<file path="src/rtl/cartas_pkg.sv">
// -----------------------------------------------------------------------------
// cartas_pkg
// Shared definitions for the memory-game card selector.
//   - Card state codes, held in bits [1:0] of every card word.
//   - Round FSM state type.
//   - is_hidden(): tells whether a card state code can still be picked.
// -----------------------------------------------------------------------------
package cartas_pkg;

    localparam logic [1:0] ST_HIDDEN = 2'b00;
    localparam logic [1:0] ST_SEL    = 2'b01;
    localparam logic [1:0] ST_MATCH  = 2'b10;

    typedef enum logic [1:0] {
        IDLE,
        RUN,
        FIN
    } sel_state_t;

    // Only face-down cards can be picked; selected, matched and the reserved
    // code are all treated as off-limits.
    function automatic logic is_hidden(input logic [1:0] st);
        return st == ST_HIDDEN;
    endfunction

endpackage

</file>
<file path="src/rtl/flanco_subida.sv">
// -----------------------------------------------------------------------------
// flanco_subida
// One-bit registered rising-edge detector. A button held high produces a
// single one-cycle pulse on the cycle it first reads high.
// Ports:
//   clk     - clock
//   rst     - asynchronous reset, active low (clears the history bit)
//   din_i   - level input (button)
//   pulse_o - din_i & ~previous din_i
// -----------------------------------------------------------------------------
module flanco_subida (
    input  logic clk,
    input  logic rst,
    input  logic din_i,
    output logic pulse_o
);

    logic prev_q;

    // History bit: value of the input on the previous cycle.
    always_ff @(posedge clk or negedge rst) begin
        if (!rst) begin
            prev_q <= 1'b0;
        end else begin
            prev_q <= din_i;
        end
    end

    assign pulse_o = din_i & ~prev_q;

endmodule

</file>
<file path="src/rtl/seleccionar_cartas_n.sv">
// -----------------------------------------------------------------------------
// seleccionar_cartas_n
// Round selector for an N-card memory-game board laid out as a grid of COLS
// columns. A cursor moves with wrap-around; each round the player marks up to
// PICKS hidden cards as selected. The round ends when PICKS cards are picked or
// when no hidden card is left on the board.
//
// Optional build macro: SELECTOR_TIMEOUT_EN
//   When defined, a round with no move/select activity for TIMEOUT_CYC cycles
//   is aborted (done and timeout pulse together). When undefined, timeout is 0.
//
// Ports:
//   clk, rst            - clock; asynchronous active-low reset
//   start               - level; loads arr_in and (re)starts a round
//   izq/der/arr/abj     - move left/right/up/down (edge-detected)
//   sel                 - select card under cursor (edge-detected)
//   arr_in              - board snapshot, card [1:0]=state, [CARD_W-1:2]=symbol
//   arr_out             - board with this round's selections applied
//   cursor              - current cursor index
//   pick_idx            - indices picked this round, slot 0 = first pick
//   pick_cnt            - number of picks so far
//   busy                - high while a round runs
//   done                - one-cycle pulse at round end
//   timeout             - one-cycle pulse with done when the round timed out
// -----------------------------------------------------------------------------
module seleccionar_cartas_n
    import cartas_pkg::*;
#(
    parameter  int N_CARDS     = 16,
    parameter  int COLS        = 4,
    parameter  int CARD_W      = 5,
    parameter  int PICKS       = 2,
    parameter  int TIMEOUT_CYC = 50_000_000,
    localparam int IDX_W       = $clog2(N_CARDS),
    localparam int CNT_W       = $clog2(PICKS + 1)
) (
    input  logic                             clk,
    input  logic                             rst,
    input  logic                             start,
    input  logic                             izq,
    input  logic                             der,
    input  logic                             arr,
    input  logic                             abj,
    input  logic                             sel,
    input  logic [N_CARDS-1:0][CARD_W-1:0]   arr_in,
    output logic [N_CARDS-1:0][CARD_W-1:0]   arr_out,
    output logic [IDX_W-1:0]                 cursor,
    output logic [PICKS-1:0][IDX_W-1:0]      pick_idx,
    output logic [CNT_W-1:0]                 pick_cnt,
    output logic                             busy,
    output logic                             done,
    output logic                             timeout
);

    // One extra bit so cursor+COLS and the board size itself never overflow.
    localparam logic [IDX_W:0]   N_W    = (IDX_W + 1)'(N_CARDS);
    localparam logic [IDX_W:0]   COLS_W = (IDX_W + 1)'(COLS);
    localparam logic [IDX_W-1:0] LAST   = IDX_W'(N_CARDS - 1);

    sel_state_t                      state_q, state_d;
    logic [N_CARDS-1:0][CARD_W-1:0]  board_q, board_d;
    logic [IDX_W-1:0]                cursor_q, cursor_d;
    logic [PICKS-1:0][IDX_W-1:0]     pickIdx_q, pickIdx_d;
    logic [CNT_W-1:0]                pickCnt_q, pickCnt_d;

    logic [IDX_W:0] stepSum;
    logic           hiddenLeft;
    logic           timerExpired;

    logic izqP, derP, arrP, abjP, selP;

    flanco_subida u_izq (.clk(clk), .rst(rst), .din_i(izq), .pulse_o(izqP));
    flanco_subida u_der (.clk(clk), .rst(rst), .din_i(der), .pulse_o(derP));
    flanco_subida u_arr (.clk(clk), .rst(rst), .din_i(arr), .pulse_o(arrP));
    flanco_subida u_abj (.clk(clk), .rst(rst), .din_i(abj), .pulse_o(abjP));
    flanco_subida u_sel (.clk(clk), .rst(rst), .din_i(sel), .pulse_o(selP));

`ifdef SELECTOR_TIMEOUT_EN
    // Counter wide enough for TIMEOUT_CYC-1, at least one bit.
    localparam int TMR_W = (TIMEOUT_CYC > 1) ? $clog2(TIMEOUT_CYC) : 1;

    logic [TMR_W-1:0] timer_q, timer_d;
    logic             timedOut_q, timedOut_d;
    logic             anyPulse;

    assign anyPulse     = izqP | derP | arrP | abjP | selP;
    assign timerExpired = (state_q == RUN) && !anyPulse &&
                          (timer_q == TMR_W'(TIMEOUT_CYC - 1));

    // Idle counter: restarts on any player activity or round (re)start and
    // only advances while a round is running.
    always_comb begin
        timer_d    = '0;
        timedOut_d = 1'b0;
        if (state_q == RUN && !start) begin
            if (timerExpired) begin
                timedOut_d = 1'b1;
            end else if (!anyPulse) begin
                timer_d = timer_q + TMR_W'(1);
            end
        end
    end

    always_ff @(posedge clk or negedge rst) begin
        if (!rst) begin
            timer_q    <= '0;
            timedOut_q <= 1'b0;
        end else begin
            timer_q    <= timer_d;
            timedOut_q <= timedOut_d;
        end
    end

    assign timeout = timedOut_q;
`else
    assign timerExpired = 1'b0;
    assign timeout      = 1'b0;
`endif

    // Round FSM, board, cursor and pick bookkeeping. start wins over
    // everything and reloads the round from any state. Within a round the
    // selection uses the cursor as it was before this cycle's move, and the
    // end-of-round test looks at the board after this cycle's pick so the
    // last pick and the transition share the same edge.
    always_comb begin
        state_d    = state_q;
        board_d    = board_q;
        cursor_d   = cursor_q;
        pickIdx_d  = pickIdx_q;
        pickCnt_d  = pickCnt_q;
        stepSum    = '0;
        hiddenLeft = 1'b0;

        if (start) begin
            state_d   = RUN;
            board_d   = arr_in;
            cursor_d  = '0;
            pickIdx_d = '0;
            pickCnt_d = '0;
        end else begin
            unique case (state_q)
                IDLE: begin
                    state_d = IDLE;
                end
                RUN: begin
                    if (selP && is_hidden(board_q[cursor_q][1:0]) &&
                        (pickCnt_q < CNT_W'(PICKS))) begin
                        board_d[cursor_q][1:0] = ST_SEL;
                        for (int i = 0; i < PICKS; i++) begin
                            if (pickCnt_q == CNT_W'(i)) begin
                                pickIdx_d[i] = cursor_q;
                            end
                        end
                        pickCnt_d = pickCnt_q + CNT_W'(1);
                    end

                    if (izqP) begin
                        cursor_d = (cursor_q == '0) ? LAST : cursor_q - IDX_W'(1);
                    end else if (derP) begin
                        cursor_d = (cursor_q == LAST) ? '0 : cursor_q + IDX_W'(1);
                    end else if (arrP) begin
                        if ({1'b0, cursor_q} >= COLS_W) begin
                            stepSum = {1'b0, cursor_q} - COLS_W;
                        end else begin
                            stepSum = {1'b0, cursor_q} + N_W - COLS_W;
                        end
                        cursor_d = stepSum[IDX_W-1:0];
                    end else if (abjP) begin
                        stepSum = {1'b0, cursor_q} + COLS_W;
                        if (stepSum >= N_W) begin
                            stepSum = stepSum - N_W;
                        end
                        cursor_d = stepSum[IDX_W-1:0];
                    end

                    for (int i = 0; i < N_CARDS; i++) begin
                        if (is_hidden(board_d[i][1:0])) begin
                            hiddenLeft = 1'b1;
                        end
                    end

                    if ((pickCnt_d == CNT_W'(PICKS)) || !hiddenLeft || timerExpired) begin
                        state_d = FIN;
                    end
                end
                FIN: begin
                    state_d = IDLE;
                end
                default: begin
                    state_d = IDLE;
                end
            endcase
        end
    end

    always_ff @(posedge clk or negedge rst) begin
        if (!rst) begin
            state_q   <= IDLE;
            board_q   <= '0;
            cursor_q  <= '0;
            pickIdx_q <= '0;
            pickCnt_q <= '0;
        end else begin
            state_q   <= state_d;
            board_q   <= board_d;
            cursor_q  <= cursor_d;
            pickIdx_q <= pickIdx_d;
            pickCnt_q <= pickCnt_d;
        end
    end

    assign arr_out  = board_q;
    assign cursor   = cursor_q;
    assign pick_idx = pickIdx_q;
    assign pick_cnt = pickCnt_q;
    assign busy     = (state_q == RUN);
    assign done     = (state_q == FIN);

endmodule
</file>
<file path="config.mk">
export PLATFORM = sky130hd
export DESIGN_NAME = seleccionar_cartas_n
export DESIGN_NICKNAME = d
export VERILOG_FILES = /design/src/rtl/cartas_pkg.sv /design/src/rtl/flanco_subida.sv /design/src/rtl/seleccionar_cartas_n.sv
export SDC_FILE = /design/constraint.sdc
export NUM_CORES = 1
export LEC_CHECK = 0
export ABC_CLOCK_PERIOD_IN_PS = 2800
export CAP_MARGIN = 20
export CORE_ASPECT_RATIO = 0.6
export CORE_MARGIN = 5
export CORE_UTILIZATION = 44
export DETAILED_ROUTE_END_ITERATION = 10
export DONT_BUFFER_PORTS = 1
export GPL_TIMING_DRIVEN = 0
export PLACE_DENSITY = 0.64
export SYNTH_ARGS = -nofsm -noshare
export SYNTH_HDL_FRONTEND = slang
export SYNTH_SLANG_ARGS = --single-unit
</file>
<file path="constraint.sdc">
create_clock -name clk -period 2.8 [get_ports clk]
set_input_delay 0.56 -clock clk [delete_from_list [all_inputs] [get_ports clk]]
set_output_delay 0.56 -clock clk [all_outputs]
set_load 0.02 [all_outputs]
</file>
==> run summary <==
Status: finished with violations
Violated checks: hold timing
I/O Buffers: 0
Total congestion overflow: 0
Drt via density: 5.962
Final worst slack: 10.13 ps
Layout fillers: 921
Post-Synthesis Cell Area: 4761 um2
Unrepaired setup endpoints after global routing: yes
WL final: 14320 um
I/O pin total: 185
DIE AREA: 13070 um2
Final setup fails: 0
Slew Limit Headroom: 46.12%
R2R Path Start: cursor[1]
Die W: 144.3 um
Cell area after layout: 5374 um2
Bufs and invs on worst path: 3
Type of origin of the critical path: flip-flop
CP Capture Type: flip-flop
Max-cap viol count: 0
# rows: 29
Kind of critical path: reg -> reg
First-pass detailed-route iteration total: 5
Sw power: 1377 uW
Critical Path RT: 3040 ps
Cts bufs inserted: 9
Core Area: 10560 um2
Initial antenna violation count: 0
Clock latency on the worst-skew pair: 350 ps
CP arrival: 3030 ps
Switching share of power: 35.16%
Area of the multi-input gates: 2158 um2
Final Hold Fails: 101
Count of different cell masters after synthesis: 52
P_int: 2539 uW
Max Buffers Root-to-Sink: 2
Final slew viol count: 0
DR WL/cell: 23.51 um
Final period util: 99.64%
Total Power: 3916 uW
Sequential share of power: 49.7%
Clock H-tree levels: 3
Worst path depth: 11
Cell Chain, Critical Path: buf_6 -> buf_6 -> or3_4 -> a21oi_4 -> o211ai_4 -> nor3_4 -> buf_12 -> a2bb2oi_1 -> a2111oi_2 -> a21oi_1 -> a21o_1
VDD IR max: 0.3050 mV
Total track usage: 22.06%
Clock group share of total power: 31.8%
Average footprint of a synthesized cell: 10.56 um2
Total negative slack: 0 ps
Synthesized flop and latch total: 101
CP Max Fanout: 9
Power share of the combinational group: 18.6%
CP max-delay cell: dfrtp_2
Synth Flop Type: dfrtp_1
CTS Sinks: 101
Most common library cells after synthesis: 101 x dfrtp_1, 56 x nand2_1, 48 x mux2_2
Sequential fraction of the synthesis area: 53.09%
Syn Inst Count: 451
1st-iter DRT viols: 325
CTS tree: yes
FF-to-FF path depth: 11
Gpl congestion: 0.9168
Count leader, synth: dfrtp_1
Placed inst area: 4935 um2
Via count: 3631
Ant diodes: 0
F_max: 358.4 MHz
Post-detail-place hpwl: 10750 um
Routed Antenna Nets: 0
Reg2reg setup slack: 10 ps
Post-synth ARST share: 100.0%
Most used cell along the critical path: buf_6
Die height: 90.58 um
Drc violations: 0
Vias in the first global route: 3705
Max incr delay on CP: 530 ps
Post-layout util: 50.89%
Largest net degree at the start of global routing: 102
Fin crit period: 2790 ps
Share of the synthesized area in the top cell type: 53.09%
Synth Warn #: 0
CP delay by family, top: compound AO/OA/AOI/OAI gates
Area Overhead vs Synth: 12.88%
Reg area: 2535 um2
Clk_skew: 11.25 ps
Leak Pwr: 0.002180 uW
Synth top area cells: dfrtp_1 53%, mux2_2 11%, nand2_1 4.4%
Root Driver: clkbuf_16
Tightest Pin Transition: 808.2 ps
Reg-to-Reg End: state_q[0]
Clock slew at reported path FFs: 80 ps
Number of synthesized flops with an enable pin: 0
Pre-CTS WS: -314.6 ps
Synth area leader: dfrtp_1
Worst Hold Class: in -> async
Initial Util: 45.09%
Share of layout cells above drive strength 1: 21.70%
PD cells: 728.6 nW/um2
WHS: -109.3 ps
Layout Nets: 564
First-pass GRT wire length: 22030 um
Syn nets: 550
-- through the flow --
step	hold slack, ps	std cells
3_3_place_gp	266.4	590
3_5_place_dp	266.2	590
5_1_grt	-128.9	609
2_1_floorplan	264.4	451
4_1_cts	-117.3	608
6_report	-109.3	609
-- flip-flops by register name, summed over array words and instances (netlist names) --
signal        cells
state_q           2
pick_cnt          2
u_der.prev_q      1
pick_idx          8
arr_out          80
cursor            4
u_abj.prev_q      1
u_sel.prev_q      1
u_arr.prev_q      1
u_izq.prev_q      1
-- kinds of logic (layout without fill, tap and decap cells) --
| kind of cell | Yosys count | in the layout | synth area share (%) |
|---|---|---|---|
| compound gates | 97 | 97 | 12.27 |
| xor+xnor | 4 | 4 | 0.7358 |
| mux | 49 | 49 | 11.83 |
| fa+ha+maj | 11 | 11 | 2.891 |
| flops | 101 | 101 | 53.09 |
| simple gates | 155 | 155 | 16.14 |
| other cells | 1 | 1 | 0.07877 |
| buf+inv | 33 | 52 | 2.970 |
-- final cells by class --
cell class	instances	share of cell area, %
clock inverters	7	1.374
inverters	9	0.7683
plain buffers	21	1.956
flip-flops and latches	101	47.17
well taps	139	3.236
repair buffers	6	1.141
multi-input cells	317	40.16
clock buffers	9	4.191
-- routing by layer --
metal,track usage (%),vias to the layer above,routed length (um)
met2,31.20,193,6301
met4,4.503,0,135
met3,9.894,18,1668
met1,31.28,1801,6212
li1,-,1619,-
met5,0,-,0
-- worst max path at each step --
stage	startpoint	endpoint	slack, ps
2_1_floorplan	cursor[3]	state_q[0]	310
3_3_place_gp	cursor[0]	state_q[0]	-350
3_5_place_dp	cursor[0]	state_q[0]	-310
4_1_cts	cursor[1]	state_q[0]	-40
5_1_grt	cursor[1]	state_q[0]	-80
6_report	cursor[1]	state_q[0]	10
-- layout by cell type, fill, tap and decap left out, types with 6 or more instances in the layout --
master / instances
dfrtp_1: 97
nand2_1: 56
mux2_2: 48
nor2_1: 42
a21oi_1: 24
o21ai_1: 21
o21ai_0: 20
clkbuf_1: 14
nor3_1: 11
clkbuf_16: 9
nor2b_1: 8
nand3_1: 8
ha_1: 8
inv_1: 6
buf_4: 6
a31oi_1: 6
o22ai_1: 6
-- worst register-to-register path, delay by kind of cell (launching register included) --
family                 cells  cell delay, ps
flip-flops                 1             530
AND/OR/NAND/NOR            2             580
buffers and inverters      3             460
AO/OA/AOI/OAI              6            1130
-- power by group through the flow --
stage	registers [uW]	logic, uW	clock network [uW]
CTS	1940	678	1270
finish	1940	728	1240
floorplan	1890	493	0
detailed placement	1960	638	0
global placement	1960	623	0
global route	1970	790	1330
-- repair_timing --
item                                    4_1_cts  5_1_grt
buffers inserted                              4        2
endpoints found under the setup margin       11       23
endpoints found under the hold margin       101      101
pin swaps                                     7        4
resized for setup                            18       13
(Power assumes the default switching activity.)
